$ cat src/rtl/free_list.sv
// Physical-register free list: circular FIFO of PR numbers, alloc at head, free at tail, rewind at head.
// Zero-latency: PR_new is combinational from head; illegal alloc-while-empty and free-while-full are dropped.
module free_list #(
    parameter int PR_W  = 6,
    parameter int DEPTH = 32,
    parameter int PTR_W = 5
) (
    input  logic             clk,
    input  logic             rst,
    input  logic             alloc,
    output logic [PR_W-1:0]  PR_new,
    output logic             empty,
    input  logic             free_en,
    input  logic [PR_W-1:0]  PR_old_rd,
    input  logic             recover,
    input  logic             RegDest_ROB,
    output logic [PTR_W:0]   free_cnt
);

    localparam logic [PTR_W:0] FULL = (PTR_W+1)'(DEPTH);

    logic [PR_W-1:0]  mem [DEPTH];
    logic [PTR_W-1:0] head;
    logic [PTR_W-1:0] tail;
    logic [PTR_W:0]   count;
    logic [PTR_W:0]   count_nxt;
    logic             alloc_ok;
    logic             free_ok;
    logic             rewind_ok;

    // Dispatch is frozen during recovery, so recover masks alloc.
    assign alloc_ok  = alloc && !recover && (count != '0);
    assign rewind_ok = recover && RegDest_ROB && (count != FULL);
    assign free_ok   = free_en && (count != FULL);

    assign PR_new   = mem[head];
    assign empty    = (count == '0);
    assign free_cnt = count;

    always_comb begin
        count_nxt = count;
        if (free_ok)   count_nxt = count_nxt + (PTR_W+1)'(1);
        if (rewind_ok) count_nxt = count_nxt + (PTR_W+1)'(1);
        if (alloc_ok)  count_nxt = count_nxt - (PTR_W+1)'(1);
    end

    // Registers above the architectural set start out free.
    always_ff @(posedge clk or negedge rst) begin
        if (!rst) begin
            for (int i = 0; i < DEPTH; i++) begin
                mem[i] <= PR_W'(DEPTH + i);
            end
        end else if (free_ok) begin
            mem[tail] <= PR_old_rd;
        end
    end

    // Rewind leaves the entry intact: the flushed register is still in the slot behind head.
    always_ff @(posedge clk or negedge rst) begin
        if (!rst) begin
            head  <= '0;
            tail  <= '0;
            count <= FULL;
        end else begin
            if (alloc_ok) begin
                head <= head + PTR_W'(1);
            end else if (rewind_ok) begin
                head <= head - PTR_W'(1);
            end
            if (free_ok) begin
                tail <= tail + PTR_W'(1);
            end
            count <= count_nxt;
        end
    end

endmodule

$ cat config.mk
export PLATFORM = sky130hd
export DESIGN_NAME = free_list
export DESIGN_NICKNAME = d
export VERILOG_FILES = /design/src/rtl/free_list.sv
export SDC_FILE = /design/constraint.sdc
export NUM_CORES = 1
export LEC_CHECK = 0
export CORE_MARGIN = 8
export CORE_UTILIZATION = 35
export CTS_BUF_LIST = sky130_fd_sc_hd__clkbuf_8 sky130_fd_sc_hd__clkbuf_16
export DETAILED_ROUTE_END_ITERATION = 8
export SETUP_SLACK_MARGIN = 0.05
export SYNTH_ARGS = -nofsm -noshare
export SYNTH_HDL_FRONTEND = slang
export SYNTH_SLANG_ARGS = --single-unit
export TNS_END_PERCENT = 5
$ cat constraint.sdc
create_clock -name clk -period 2.7 [get_ports clk]
set_input_delay 0.54 -clock clk [delete_from_list [all_inputs] [get_ports clk]]
set_output_delay 0.54 -clock clk [all_outputs]
set_load 0.01 [all_outputs]
==> reports/qor.tcl, run 1 <==
set qor(antenna_cells_inserted) 0
set qor(max-clock-path-buffers) 3
set qor(std_cell_rows) 62
set qor(clock_root_buffer) {sky130_fd_sc_hd__clkbuf_16}
set qor(worstReg2RegStart) {free_cnt[0]$_DFF_PN0_}
set qor(crit_path_end_kind) {output pin}
set qor(layout-drive-gt1-share) 0.650
set qor(synthesis.area_per_instance_sq_um) 15.3
set qor(worst_slack_on_hold_paths_ns) 0.00980
set qor(synthDistinctLibCells) 43
set qor(placement.setup.worst_slack_ns) -0.417
set qor(vias) 5979
set qor(yosys_warnings) 0
set qor(min_period_over_period) 1.23
set qor(synth_sequential_area_ratio) 0.529
set qor(chipWidth_um) 186
set qor(floorplan.initialDensity) 0.354
set qor(critical_path.startpoint) {head[0]$_DFFE_PN0P_}
set qor(worstSetupPathType) {reg -> out}
set qor(detail_route.wl_per_cell_um) 21.6
set qor(finalMaxSlewViolations) 0
set qor(leakagePower_nw) 5.09
set qor(crit_slowest_cell) {sky130_fd_sc_hd__dfrtp_4}
set qor(path_max_fanout) 6
set qor(max_freq_ghz) 0.301
set qor(io_pins) 25
set qor(die_height_um) 186
set qor(core_area_sq_um) 28500
set qor(grt.overflow.total) 0
set qor(filler_cell_count) 2570
set qor(drtIter0Drc) 294
set qor(drc) 0
set qor(place.gp.congestion) 0.840
set qor(grt_setup_unrepaired) {true}
set qor(period_minus_slack_ns) 3.32
set qor(placed_cells) 1070
set qor(setup_viol_count_final) 6
set qor(htreeDepth) 1
set qor(path_cells) {buf_12, buf_12, buf_6, mux4_2, mux4_2, mux2_4, buf_6}
set qor(clock_sink_count) 208
set qor(design.final.nets) 747
set qor(post-synth-top-area-cell) {sky130_fd_sc_hd__dfstp_2}
set qor(drtPass1Iterations) 4
set qor(grt_first_pass_wirelength_mm) 39.4
set qor(dominant_cells_by_area_after_synthesis) {sky130_fd_sc_hd__dfstp_2 (29%), sky130_fd_sc_hd__dfrtp_1 (24%), sky130_fd_sc_hd__mux2_2 (22%)}
set qor(wl_mm) 24.2
set qor(tritoncts) {done}
set qor(worst_setup_hold_path_clk_slew_ns) 0.06
set qor(violations) {setup timing}
set qor(numPortBuffers) 24
set qor(globalRouteTotalUtil) 0.147
set qor(cts_hold_buf) 0
set qor(setup_total_negative_slack_ns) -3.62
set qor(clk_lat_worst_skew_ns) 0.50
set qor(worst-slew-pin-transition_ns) 0.547
set qor(synthesis.nets) 684
set qor(tritoncts.num_buffers) 23
set qor(syn_inst) 661
set qor(hold_path.class) {in -> async}
set qor(area_growth_pct) 19.3
set qor(layout_setup_ws_ns) -0.625
set qor(timing.slew.headroom) 0.635
set qor(drtAntennaViolNets) 0
set qor(critical_path.n_buffers_inverters) 4
set qor(hold_viol_final) 0
set qor(synthesis.area_sq_um) 10100
set qor(antenna_found_initial) 0
set qor(worst_ep_arrival_time_ns) 2.78
set qor(power.density_nw_per_um2) 1230
set qor(synth_edf_count) 0
set qor(power.ir.vdd_worst_mv) 0.461
set qor(synth_ff_type) {sky130_fd_sc_hd__dfstp_2}
set qor(synth_top_area_share) 0.294
set qor(viasPerCell) 5.32
set qor(slowest_delay_ns) 0.51
set qor(ys_ff_latch) 208
set qor(worst-endpoint-required_ns) 2.16
set qor(grt_max_degree) 65
set qor(dieArea_sq_um) 34500
set qor(async_reset_ff_frac) 1.00
set qor(crit_path_start_kind) {register}
set qor(max_cap_viol_count) 0
set qor(fin_worst_skew_ns) 0.00732
set qor(critical-path-top-delay-family) {multiplexers}
set qor(final_cell_count_no_fill) 1124
set qor(run_status) {finished with violations}
set qor(first_global_vias) 6638
set qor(place.detailed.hpwl_mm) 16.2
-- cell type report --
type                            instances  area (sq um)  share of cell area
Clock inverter                         15          90.1             0.00748
Timing Repair Buffer                   82           912              0.0757
Inverter                                7          26.3             0.00218
Tap cell                              384           480              0.0399
Sequential cell                       208          5350               0.444
Multi-Input combinational cell        402          4570               0.380
Clock buffer                           26           617              0.0512
-- per-layer routing --
layer | share of wire | GRT usage
met1 | 0.43 | 0.190
met2 | 0.50 | 0.251
met3 | 0.040 | 0.0205
met4 | 0.032 | 0.0530
met5 | 0 | 0
-- worst paths after layout --
kind                                              end  slack (ns)  cells after the start
worst max-delay path                        PR_new[2]       -0.62                      7
worst min-delay path            free_cnt[0]$_DFF_PN0_        0.01                      1
worst max register to register   mem[106]$_DFFE_PN0P_        0.20                      7
worst min register to register    mem[26]$_DFFE_PN0P_        0.50                      1
max in group asynchronous         mem[71]$_DFFE_PN1P_        1.83                      2
min in group clk                  mem[26]$_DFFE_PN0P_        0.50                      1
-- synthesized netlist by cell type, drive strengths merged (2+ instances only) --
library cell,number
nand4b,2
nand2b,2
o21ai,4
clkbuf,30
mux2,201
and3,6
nor2,8
a21oi,6
nor4b,2
mux4,60
nand2,46
ha,10
and3b,3
dfrtp,95
xor2,8
dfstp,113
nand4,2
nand3,4
inv,7
buf,14
xnor2,12
nor3b,3
a31oi,4
a21o,3
-- layout by cell type, fill, tap and decap left out, types with 2 or more instances in the layout --
cell type	n
sky130_fd_sc_hd__xor2_1	8
sky130_fd_sc_hd__buf_16	2
sky130_fd_sc_hd__ha_1	9
sky130_fd_sc_hd__inv_1	13
sky130_fd_sc_hd__and3b_1	3
sky130_fd_sc_hd__nand4b_1	2
sky130_fd_sc_hd__dfstp_2	113
sky130_fd_sc_hd__xnor2_1	12
sky130_fd_sc_hd__nand3_1	4
sky130_fd_sc_hd__mux2_4	6
sky130_fd_sc_hd__clkinv_2	6
sky130_fd_sc_hd__mux2_2	195
sky130_fd_sc_hd__a21oi_1	6
sky130_fd_sc_hd__buf_12	11
sky130_fd_sc_hd__buf_4	38
sky130_fd_sc_hd__clkbuf_8	4
sky130_fd_sc_hd__nand2b_1	2
sky130_fd_sc_hd__mux4_2	60
sky130_fd_sc_hd__a21o_1	3
sky130_fd_sc_hd__nor3b_1	3
sky130_fd_sc_hd__clkdlybuf4s50_1	16
sky130_fd_sc_hd__a31oi_1	4
sky130_fd_sc_hd__nand4_1	2
sky130_fd_sc_hd__o21ai_0	4
sky130_fd_sc_hd__buf_6	12
sky130_fd_sc_hd__inv_2	2
sky130_fd_sc_hd__nand2_1	46
sky130_fd_sc_hd__and3_1	6
sky130_fd_sc_hd__clkbuf_16	23
sky130_fd_sc_hd__nor2_1	7
sky130_fd_sc_hd__dfrtp_1	93
-- power breakdown --
group          leakage (nW)  total (W)  switching [W]  internal [W]
registers              2.38    0.00579       0.000877       0.00491
clock network         0.385    0.00294        0.00122       0.00172
logic                  2.33    0.00608        0.00242       0.00366
total                  5.09     0.0148        0.00452        0.0103
-- flip-flops by register name (all words and copies together), names as in the netlist --
register / cells
free_cnt: 6
head: 5
mem: 192
tail: 5
-- metrics by stage --
step,cell area [sq um],util,power [W]
floorplan,10100,-,0.00938
global placement,11100,0.389,0.0112
detailed placement,11100,0.389,0.0114
CTS,12100,0.423,0.0150
global route,12100,0.422,0.0156
finish,12100,0.422,0.0148
-- worst register-to-register path, stage by stage, from the launching register on --
cell and delay (ns):
sky130_fd_sc_hd__dfrtp_1 0.38, sky130_fd_sc_hd__inv_2 0.10, sky130_fd_sc_hd__ha_2 0.21, sky130_fd_sc_hd__nor4b_4 0.31, sky130_fd_sc_hd__nand2_1 0.18, sky130_fd_sc_hd__and3_1 0.41
sky130_fd_sc_hd__nand2_1 0.40, sky130_fd_sc_hd__mux2_2 0.38
-- repair_timing --
item	in CTS	in global routing
buffers inserted	10	0
hold endpoints to repair	0	0
gates cloned	4	0
resized for setup	46	5
pin swaps	0	0
endpoints found under the setup margin	8	9
-- logic make-up (layout without fill, tap and decap cells) --
family          after synthesis  in the layout  synth area share
simple gates                 87             87            0.0452
mux                         261            261             0.358
buf+inv                      51            130            0.0212
xor+xnor                     20             20            0.0173
fa+ha+maj                    11             11            0.0144
compound gates               23             23            0.0145
flops                       208            208             0.529
Note: power is estimated with default switching activity, not from simulation.
==> inputs of run 2 (changes only) <==
Settings changed: PLACE_DENSITY set to 0.6.
==> results of run 2 <==
No change in the layout: final DEF, timing and power equal those of run 1.
==> inputs of run 3 (changes only) <==
Settings changed: PLACE_DENSITY 0.6 to 0.57.
==> run 3 against run 2 <==
  * The run ends with hold timing, setup timing left
  * Clock-buffer cell count increased by 2
  * Global-route usage increased by 0.14 points
  * Hold slack got worse by 0.010 ns
  * Final area increased by 2.3%
  * Sequential share of layout area decreased by 1.0 points
  * Largest power group unchanged
==> reports/qor.tcl, run 3 (same netlist as run 1, synthesis figures left out) <==
set qor(hold_viol_final) 1 ;# was 0
set qor(die_height_um) 186 ;# unchanged
set qor(antenna_found_initial) 0 ;# unchanged
set qor(p_int_w) 0.0106 ;# was 0.0103 W
set qor(crit_path_end_kind) {output pin} ;# unchanged
set qor(period_minus_slack_ns) 3.28 ;# was 3.32 ns
set qor(run_status) {finished with violations} ;# unchanged
set qor(netSwitchingPower_w) 0.00465 ;# was 0.00452 W
set qor(io_pins) 25 ;# unchanged
set qor(grtUsageMet3) 0.0297 ;# was 0.0205
set qor(numPortBuffers) 24 ;# unchanged
set qor(drc) 0 ;# unchanged
set qor(cts_hold_buf) 0 ;# unchanged
set qor(layout_setup_ws_ns) -0.580 ;# was -0.625 ns
set qor(path_cells) {buf_6, buf_8, buf_16, mux4_2, mux4_2, mux2_4, buf_6} ;# was buf_12, buf_12, buf_6, mux4_2, mux4_2, mux2_4, buf_6
set qor(setup_viol_count_final) 6 ;# unchanged
set qor(largest_register) {mem} ;# unchanged
set qor(clk_lat_worst_skew_ns) 0.52 ;# was 0.50 ns
set qor(leakagePower_nw) 5.22 ;# was 5.09 nW
set qor(finalMaxSlewViolations) 0 ;# unchanged
set qor(multiInputGateArea_sq_um) 4570 ;# unchanged
set qor(detail_route.wl_per_cell_um) 21.6 ;# about the same
set qor(timing.slew.headroom) 0.520 ;# was 0.635
set qor(final_cell_count_no_fill) 1149 ;# was 1124
set qor(placement.setup.worst_slack_ns) -0.400 ;# was -0.417 ns
set qor(seq_power_share) 0.384 ;# was 0.391
set qor(final_design_area_no_fill_sq_um) 12300 ;# was 12100 sq um
set qor(fin_worst_skew_ns) 0.00923 ;# was 0.00732 ns
set qor(path_max_fanout) 5 ;# was 6
set qor(drtPass1Iterations) 4 ;# unchanged
set qor(drtAntennaViolNets) 0 ;# unchanged
set qor(largest_reg_flops) 192 ;# unchanged
set qor(area_growth_pct) 22.1 ;# was 19.3%
set qor(clock_sink_count) 208 ;# unchanged
set qor(final_cell_mix) {sky130_fd_sc_hd__mux2_2 (195), sky130_fd_sc_hd__dfstp_2 (113), sky130_fd_sc_hd__dfrtp_1 (93), sky130_fd_sc_hd__mux4_2 (60), sky130_fd_sc_hd__buf_4 (60)} ;# was sky130_fd_sc_hd__mux2_2 (195), sky130_fd_sc_hd__dfstp_2 (113), sky130_fd_sc_hd__dfrtp_1 (93), sky130_fd_sc_hd__mux4_2 (60), sky130_fd_sc_hd__nand2_1 (46)
set qor(place.gp.congestion) 0.796 ;# was 0.840
set qor(drtIter0Drc) 403 ;# was 294
set qor(chipWidth_um) 186 ;# unchanged
set qor(clkPwrFrac) 0.218 ;# was 0.198
set qor(dieArea_sq_um) 34500 ;# unchanged
set qor(std_cell_rows) 62 ;# unchanged
set qor(seqCellArea_sq_um) 5350 ;# unchanged
set qor(layout-drive-gt1-share) 0.668 ;# was 0.650
set qor(power.density_nw_per_um2) 1240 ;# was 1230 nW/um^2
set qor(crit_slowest_cell) {sky130_fd_sc_hd__dfrtp_4} ;# unchanged
set qor(floorplan.initialDensity) 0.354 ;# unchanged
set qor(tritoncts) {done} ;# unchanged
set qor(power.share.combinational) 0.397 ;# was 0.411
set qor(grt_first_pass_wirelength_mm) 39.6 ;# was 39.4 mm
set qor(core_area_sq_um) 28500 ;# unchanged
set qor(first_global_vias) 6629 ;# was 6638
set qor(max-clock-path-buffers) 3 ;# unchanged
set qor(setup_total_negative_slack_ns) -3.36 ;# was -3.62 ns
set qor(switching_share) 0.304 ;# was 0.305
set qor(crit_path_start_kind) {register} ;# unchanged
set qor(worst_setup_hold_path_clk_slew_ns) 0.06 ;# about the same
set qor(groute.layer.met1.usage) 0.198 ;# was 0.190
set qor(slowest_delay_ns) 0.50 ;# was 0.51 ns
set qor(worst_ep_arrival_time_ns) 2.74 ;# was 2.78 ns
set qor(worst-slew-pin-transition_ns) 0.721 ;# was 0.547 ns
set qor(worstSetupPathType) {reg -> out} ;# unchanged
set qor(max_cap_viol_count) 0 ;# unchanged
set qor(htreeDepth) 1 ;# unchanged
set qor(worst-endpoint-required_ns) 2.16 ;# about the same
set qor(worst_slack_on_hold_paths_ns) -0.000234 ;# was 0.00980 ns
set qor(tritoncts.num_buffers) 24 ;# was 23
set qor(filler_cell_count) 2573 ;# was 2570
set qor(power.ir.vdd_worst_mv) 0.617 ;# was 0.461 mV
set qor(place.detailed.hpwl_mm) 16.4 ;# was 16.2 mm
set qor(min_period_over_period) 1.21 ;# was 1.23
set qor(vias) 5982 ;# was 5979
set qor(design.final.nets) 771 ;# was 747
set qor(critical_path.startpoint) {head[0]$_DFFE_PN0P_} ;# unchanged
set qor(viasPerCell) 5.21 ;# was 5.32
set qor(clock_root_buffer) {sky130_fd_sc_hd__clkbuf_16} ;# unchanged
set qor(grt_setup_unrepaired) {true} ;# unchanged
set qor(gr_layer_usage_met2) 0.246 ;# was 0.251
set qor(grt.overflow.total) 0 ;# unchanged
set qor(most_common_library_cell_in_the_layout_ignoring_fill_and_taps) {sky130_fd_sc_hd__mux2_2} ;# unchanged
set qor(wl_mm) 24.8 ;# was 24.2 mm
set qor(grt_max_degree) 61 ;# was 65
set qor(grt.busiest_layer) {met2} ;# unchanged
set qor(hold_path.class) {in -> async} ;# unchanged
set qor(place_area_sq_um) 11300 ;# was 11100 sq um
set qor(max_freq_ghz) 0.305 ;# was 0.301 GHz
set qor(worstReg2RegStart) {free_cnt[0]$_DFF_PN0_} ;# unchanged
set qor(globalRouteTotalUtil) 0.149 ;# was 0.147
set qor(antenna_cells_inserted) 0 ;# unchanged
set qor(violations) {hold timing, setup timing} ;# was setup timing
set qor(placed_cells) 1093 ;# was 1070
-- run 3: timing repair --
action                                  in CTS  in global routing
resized for setup                           50                  4
endpoints found under the setup margin       7                  9
setup buffers                               12                  0
hold endpoints to repair                     0                  0
gates cloned                                 3                  0
-- run 3: final timing paths --
kind	endpoint	slack, ns	depth (start not counted)
max in group asynchronous	mem[123]$_DFFE_PN1P_	1.92	2
hold reg to reg	mem[126]$_DFFE_PN0P_	0.50	1
hold / removal	mem[91]$_DFFE_PN0P_	-0.0002	1
min in group clk	mem[126]$_DFFE_PN0P_	0.50	1
setup reg to reg	mem[100]$_DFFE_PN0P_	0.16	9
setup / recovery	PR_new[5]	-0.58	7
-- run 3: power groups by stage --
stage                     sequential [W]  clock [W]  combinational [W]
after floorplan                  0.00541          0            0.00396
after global placement           0.00586          0            0.00548
after detailed placement         0.00589          0            0.00564
after CTS                        0.00586    0.00340            0.00619
after global routing             0.00604    0.00352            0.00652
final                            0.00587    0.00334            0.00606
-- run 3: layout make-up --
| type | instances | share of cell area |
|---|---|---|
| Timing Repair Buffer | 105 | 0.0875 |
| Clock inverter | 15 | 0.0125 |
| Sequential cell | 208 | 0.434 |
| Multi-Input combinational cell | 402 | 0.371 |
| Inverter | 7 | 0.00213 |
| Clock buffer | 28 | 0.0541 |
| Tap cell | 384 | 0.0390 |
-- run 3: per-layer routing --
layer	vias up	part of all wire
met5	-	0
met4	0	0.019
met3	37	0.049
met2	104	0.48
met1	3201	0.45
li1	2640	-
-- run 3: critical path: cells and delay by family, from the launching register on --
| family | cells | cell delay (ns) |
|---|---|---|
| flops | 1 | 0.50 |
| buf+inv | 4 | 0.53 |
| mux | 3 | 1.20 |
-- run 3: through the flow --
step	total power [W]	utilization
floorplan	0.00938	-
global placement	0.0113	0.396
detailed placement	0.0115	0.396
CTS	0.0154	0.433
global route	0.0161	0.432
finish	0.0153	0.432
